## src/rtl/mc_burst_mem.sv

```systemverilog
// Paged burst memory slave on a multiplexed address/data bus.
// Each accepted address cycle is followed by PAYLOAD read or write data cycles.
module mc_burst_mem #(
  parameter int unsigned         BUSWIDTH = 16,
  parameter int unsigned         PAGEBITS = 4,
  parameter int unsigned         PAYLOAD  = 4,
  parameter int unsigned         MEMSIZE  = 256,
  parameter logic [PAGEBITS-1:0] MEMPAGE  = 4'h2
) (
  input  logic                clk,
  input  logic                resetN,
  input  logic                addrValid,
  input  logic                rw,
  input  logic [BUSWIDTH-1:0] busIn,
  output logic [BUSWIDTH-1:0] busOut,
  output logic                busOutEn,
  output logic                busy
);

  localparam int unsigned AW = $clog2(MEMSIZE);
  localparam int unsigned CW = $clog2(PAYLOAD) + 1;

  typedef enum logic [1:0] {StIdle, StWrite, StRead} state_e;

  state_e                state_q, state_d;
  logic [CW-1:0]         counter_q, counter_d;
  logic [AW-1:0]         base_q, base_d;
  logic [BUSWIDTH-1:0]   bus_out_q, bus_out_d;
  logic                  bus_out_en_q, bus_out_en_d;
  logic                  busy_q, busy_d;

  logic [BUSWIDTH-1:0]   mem [MEMSIZE];
  logic [AW-1:0]         loc_in;
  logic                  page_hit;
  logic [AW-1:0]         wr_idx;
  logic [AW-1:0]         rd_idx;
  logic [BUSWIDTH-1:0]   rd_data;
  logic                  mem_we;
  logic [CW-1:0]         counter_inc;
  logic                  unused_bus;

  // Location bits above AW alias onto the same words.
  assign loc_in      = busIn[AW-1:0];
  assign page_hit    = addrValid && (busIn[BUSWIDTH-1 -: PAGEBITS] == MEMPAGE);
  assign counter_inc = counter_q + CW'(1);
  assign wr_idx      = base_q + AW'(counter_q);
  assign unused_bus  = ^busIn;

  // The idle read port looks up the incoming base so the first word is ready at the address edge.
  always_comb begin
    rd_idx = base_q + AW'(counter_inc);
    if (state_q == StIdle) begin
      rd_idx = loc_in;
    end
  end

  assign rd_data = mem[rd_idx];

  always_comb begin
    state_d      = state_q;
    counter_d    = counter_q;
    base_d       = base_q;
    bus_out_d    = bus_out_q;
    bus_out_en_d = bus_out_en_q;
    busy_d       = busy_q;
    mem_we       = 1'b0;
    unique case (state_q)
      StIdle: begin
        if (page_hit) begin
          base_d    = loc_in;
          counter_d = '0;
          busy_d    = 1'b1;
          if (rw) begin
            state_d      = StRead;
            bus_out_d    = rd_data;
            bus_out_en_d = 1'b1;
          end else begin
            state_d = StWrite;
          end
        end
      end
      StWrite: begin
        mem_we    = 1'b1;
        counter_d = counter_inc;
        if (counter_q == CW'(PAYLOAD - 1)) begin
          state_d = StIdle;
          busy_d  = 1'b0;
        end
      end
      StRead: begin
        counter_d = counter_inc;
        if (counter_inc < CW'(PAYLOAD)) begin
          bus_out_d = rd_data;
        end else begin
          bus_out_d    = '0;
          bus_out_en_d = 1'b0;
          busy_d       = 1'b0;
          state_d      = StIdle;
        end
      end
      default: begin
        state_d = StIdle;
      end
    endcase
  end

  always_ff @(posedge clk) begin
    if (!resetN) begin
      state_q      <= StIdle;
      counter_q    <= '0;
      base_q       <= '0;
      bus_out_q    <= '0;
      bus_out_en_q <= 1'b0;
      busy_q       <= 1'b0;
    end else begin
      state_q      <= state_d;
      counter_q    <= counter_d;
      base_q       <= base_d;
      bus_out_q    <= bus_out_d;
      bus_out_en_q <= bus_out_en_d;
      busy_q       <= busy_d;
    end
  end

  // Array is not reset; a reset edge still suppresses the write.
  always_ff @(posedge clk) begin
    if (resetN && mem_we) begin
      mem[wr_idx] <= busIn;
    end
  end

  assign busOut   = bus_out_q;
  assign busOutEn = bus_out_en_q;
  assign busy     = busy_q;

endmodule

```

## config.mk

```make
export PLATFORM = sky130hd
export DESIGN_NAME = mc_burst_mem
export DESIGN_NICKNAME = d
export VERILOG_FILES = /design/src/rtl/mc_burst_mem.sv
export SDC_FILE = /design/constraint.sdc
export NUM_CORES = 2
export LEC_CHECK = 0
export BUFFER_PORTS_ARGS = -buffer_cell sky130_fd_sc_hd__buf_2
export CELL_PAD_IN_SITES_DETAIL_PLACEMENT = 1
export CELL_PAD_IN_SITES_GLOBAL_PLACEMENT = 1
export CORE_MARGIN = 5
export CORE_UTILIZATION = 45
export CTS_BUF_LIST = sky130_fd_sc_hd__clkbuf_8
export DETAILED_ROUTE_END_ITERATION = 10
export PLACE_DENSITY_LB_ADDON = 0.2
export RECOVER_POWER = 100
export SLEW_MARGIN = 0
export SYNTH_ARGS = -nofsm -noshare
export SYNTH_HDL_FRONTEND = slang
export SYNTH_SLANG_ARGS = --single-unit
```

## constraint.sdc

```tcl
create_clock -name clk -period 6.5 [get_ports clk]
set_input_delay 1.95 -clock clk [delete_from_list [all_inputs] [get_ports clk]]
set_output_delay 1.95 -clock clk [all_outputs]
set_load 0.01 [all_outputs]
```

==> metrics.txt <==
# TYPE chip_impl_metric gauge
chip_impl_info{name="run_status",value="finished, violations left"} 1
chip_impl_info{name="failing_checks",value="capacitance limit, slew limit"} 1
chip_impl_metric{name="setup_violations",unit=""} 0
chip_impl_info{name="mostFrequentLayoutCell",value="edfxtp_1"} 1
chip_impl_metric{name="maxCapViolCount",unit=""} 51
chip_impl_info{name="timing.hold.worst.start",value="state_q[0]$_SDFFE_PN0P_"} 1
chip_impl_metric{name="power_leakage",unit="nW"} 57.4
chip_impl_metric{name="grt_max_degree",unit=""} 171
chip_impl_metric{name="globalRouteOverflowTotal",unit=""} 0
chip_impl_metric{name="design.final.nets",unit=""} 8712
chip_impl_metric{name="relative_slew_slack",unit="%"} -230
chip_impl_metric{name="final_period_minus_worst_setup_slack",unit="ps"} 6270
chip_impl_info{name="worst_setup_path_type",value="flop to flop"} 1
chip_impl_metric{name="final_min_period_over_clock_period",unit="%"} 96.4
chip_impl_info{name="timing.critical_path.from_type",value="flop"} 1
chip_impl_metric{name="worst_path_largest_cell_delay",unit="ps"} 1110
chip_impl_metric{name="synthesis.nets",unit=""} 7917
chip_impl_metric{name="die_height",unit="µm"} 607
chip_impl_metric{name="clkTransAtPathRegs",unit="ps"} 70
chip_impl_info{name="worst_path_max_delay_cell",value="mux2_4"} 1
chip_impl_metric{name="post_route_cells_drive_above_1_share",unit="%"} 23.1
chip_impl_info{name="cts_tree",value="built"} 1
chip_impl_metric{name="cp_data_required_time",unit="ps"} 7550
chip_impl_metric{name="synth-seq-area-share",unit="%"} 77.2
chip_impl_info{name="worstSetupStartpoint",value="counter_q[0]$_SDFFE_PN0P_"} 1
chip_impl_metric{name="max_clock_freq",unit="GHz"} 0.160
chip_impl_metric{name="rr_worst_depth",unit=""} 12
chip_impl_metric{name="width_of_the_die",unit="µm"} 607
chip_impl_metric{name="register_area",unit="µm²"} 124000
chip_impl_metric{name="skew",unit="ps"} 97.0
chip_impl_metric{name="clock_sinks",unit=""} 4127
chip_impl_metric{name="power_density",unit="nW/µm²"} 296
chip_impl_metric{name="critical_path.max_fanout",unit=""} 43
chip_impl_metric{name="clock_tree.htree_level_count",unit=""} 6
chip_impl_metric{name="post_layout_total_power",unit="mW"} 53.3
chip_impl_metric{name="die_area",unit="µm²"} 368000
chip_impl_metric{name="detail_route.vias_per_cell",unit=""} 6.01
chip_impl_metric{name="drv_slew",unit=""} 3215
chip_impl_info{name="crit_chain",value="inv_1, ha_1, fa_1, mux2_4, buf_12, buf_4, mux4_2, mux2i_1, o22ai_1, or4_1, nand3_1, nand4_1"} 1
chip_impl_metric{name="routabilityCongestion",unit=""} 0.836
chip_impl_metric{name="initial_utilization",unit="%"} 45.1
chip_impl_metric{name="grt_pass1_vias",unit=""} 87100
chip_impl_metric{name="worst-r2r-setup-slack",unit="ps"} 230
chip_impl_info{name="reg2reg_from",value="counter_q[0]$_SDFFE_PN0P_"} 1
chip_impl_metric{name="cts_buffers",unit=""} 672
chip_impl_metric{name="syn2layout_area_growth",unit="%"} 12.4
chip_impl_metric{name="ys_async_sr_fraction",unit="%"} 0
chip_impl_metric{name="timing_hold_violations_final",unit=""} 0
chip_impl_metric{name="largest_buffer_count_on_any_clock_path",unit=""} 4
chip_impl_metric{name="fin_setup_tns",unit="ps"} 0
chip_impl_metric{name="vias",unit=""} 83900
chip_impl_metric{name="post_drt_wl_per_cell",unit="µm"} 33.4
chip_impl_metric{name="mappedNetlistArea",unit="µm²"} 160000
chip_impl_metric{name="cts.hold.buffers_added",unit=""} 0
chip_impl_metric{name="grt_util_all_layers",unit="%"} 25.1
chip_impl_info{name="worstSetupEndpointType",value="flop"} 1
chip_impl_metric{name="max-vdd-ir-drop",unit="mV"} 0.197
chip_impl_metric{name="place_hpwl",unit="mm"} 283
chip_impl_metric{name="drt_wl_total",unit="mm"} 467
chip_impl_metric{name="synth_cells",unit=""} 7883
chip_impl_metric{name="timing_worst_slew_pin_value",unit="ps"} 4940
chip_impl_metric{name="synth.distinct_cells",unit=""} 67
chip_impl_metric{name="grt_first_pass_wirelength",unit="mm"} 663
chip_impl_info{name="rsz0062_at_grt",value="no"} 1
chip_impl_metric{name="drt_first_iter_violations",unit=""} 9876
chip_impl_metric{name="post-route-drc-count",unit=""} 0
chip_impl_metric{name="arrival",unit="ps"} 7310
chip_impl_info{name="layout_common_cells",value="edfxtp_1 (4096), mux4_2 (994), nand2_1 (888)"} 1
chip_impl_metric{name="multi_input_comb_area",unit="µm²"} 34300
chip_impl_metric{name="io_buffers",unit=""} 37
chip_impl_metric{name="placement_rows",unit=""} 219
chip_impl_metric{name="drt_pre_antenna_iters",unit=""} 6
chip_impl_metric{name="clkLatencyLatePin",unit="ps"} 1240
chip_impl_metric{name="drt.antenna.violating_nets",unit=""} 0
chip_impl_metric{name="core_area",unit="µm²"} 355000
chip_impl_info{name="ctsRootBufferMaster",value="clkbuf_8"} 1
chip_impl_info{name="worst_hold_path.endpoint",value="state_q[0]$_SDFFE_PN0P_"} 1
chip_impl_info{name="postSynth.topFlopCell",value="edfxtp_1"} 1
chip_impl_metric{name="grt_antenna_before_repair",unit=""} 25
chip_impl_metric{name="syn-mean-instance-area",unit="µm²"} 20.3
chip_impl_metric{name="synth_edf_count",unit=""} 4096
chip_impl_metric{name="post_cts_resize_count",unit=""} 0
chip_impl_metric{name="fillers",unit=""} 32300
chip_impl_metric{name="whs_path_depth",unit=""} 2
chip_impl_metric{name="floorplan.io_pins",unit=""} 38
chip_impl_metric{name="ys_ff_latch",unit=""} 4127
chip_impl_metric{name="ys_warn_count",unit=""} 0
chip_impl_metric{name="buffers_inserted_by_post_cts_timing_repair",unit=""} 0
chip_impl_info{name="r2r_end",value="busOut[3]$_SDFFE_PN0P_"} 1
chip_impl_info{name="min-delay-path-class",value="flop to flop"} 1
## routing by layer
layer  routed length [µm]  global-route usage [%]  part of all wire, %
met1               192000                    36.0                   41
met4                16600                    7.90                  3.6
met2               220000                    39.5                   47
met3                38500                    4.64                  8.3
met5                   44                       0               0.0094
## where the power goes
part           leakage [nW]  internal, mW  switching, mW
clock network          7.06          10.3           10.6
registers              37.0          29.3        0.00966
logic                  13.3          1.02           2.07
## logic make-up (layout without fill, tap and decap cells)
group	after synthesis	count (layout)	share of synthesized area, %
muxes	1167	1167	15.1
DFF	4127	4127	77.2
other	0	11	0
xor gates and xnor gates	13	13	0.0711
AOI/OAI and AO/OA	363	363	1.53
buffers and inverters	475	1802	1.49
adders and majority gates	14	14	0.119
and+or+nand+nor	1724	1724	4.54
## synth_stat cells, types with 21 or more instances
cell,number,share of area (%)
a21oi_1,117,0.37
a31oi_1,36,0.14
and3_1,35,0.14
buf_1,54,0.13
buf_2,102,0.32
buf_4,80,0.37
buf_6,21,0.15
clkbuf_1,202,0.47
dfxtp_1,31,0.39
edfxtp_1,4096,77
mux2_2,27,0.19
mux2i_1,145,0.91
mux4_2,994,14
nand2_1,902,2.1
nand3_1,384,1.2
nor2_1,315,0.74
o211ai_1,23,0.11
o21ai_0,25,0.078
o22ai_1,30,0.12
## registers in the layout, indices dropped and copies added (netlist names)
name	count
base_q	8
busOut	16
busOutEn	1
busy	1
counter_q	3
mem	4096
state_q	2
## worst max-delay path, delay by kind of cell (launching register included)
kind,cells,cell delay [ps]
muxes,3,1990
and+or+nand+nor,3,1300
adders and majority gates,2,1260
buffers and inverters,3,780
DFF,1,410
AOI/OAI and AO/OA,1,200
## layout make-up
type	count	share of cell area, %
clock buffers	686	5.25
flip-flops and latches	4127	68.7
diodes	11	0.0153
repair buffers	581	2.12
inverters	15	0.0313
multi-input cells	3281	19.1
well taps	4751	3.30
clock inverters	520	1.53
## per-stage QoR
| step | std cells | util [%] | cell area, µm² | setup slack, ps | hold WS (ps) |
|---|---|---|---|---|---|
| 2_1_floorplan | 7883 | - | 160000 | 1940 | 499 |
| 3_3_place_gp | 12800 | 47.6 | 169000 | -145 | 543 |
| 3_5_place_dp | 12800 | 47.6 | 169000 | -183 | 551 |
| 4_1_cts | 14000 | 51.1 | 181000 | 101 | 562 |
| 5_1_grt | 14000 | 50.7 | 180000 | 229 | 612 |
| 6_report | 14000 | 50.7 | 180000 | 234 | 568 |
## worst max-delay path by stage
stage	to	slack, ps
6_report	busOut[3]$_SDFFE_PN0P_	230
5_1_grt	mem[210][5]$_DFFE_PP_	230
4_1_cts	busOut[3]$_SDFFE_PN0P_	100
3_5_place_dp	busOut[3]$_SDFFE_PN0P_	-180
3_3_place_gp	busOut[3]$_SDFFE_PN0P_	-140
2_1_floorplan	busOut[0]$_SDFFE_PN0P_	1940
Note: power is estimated with default switching activity, not from simulation.
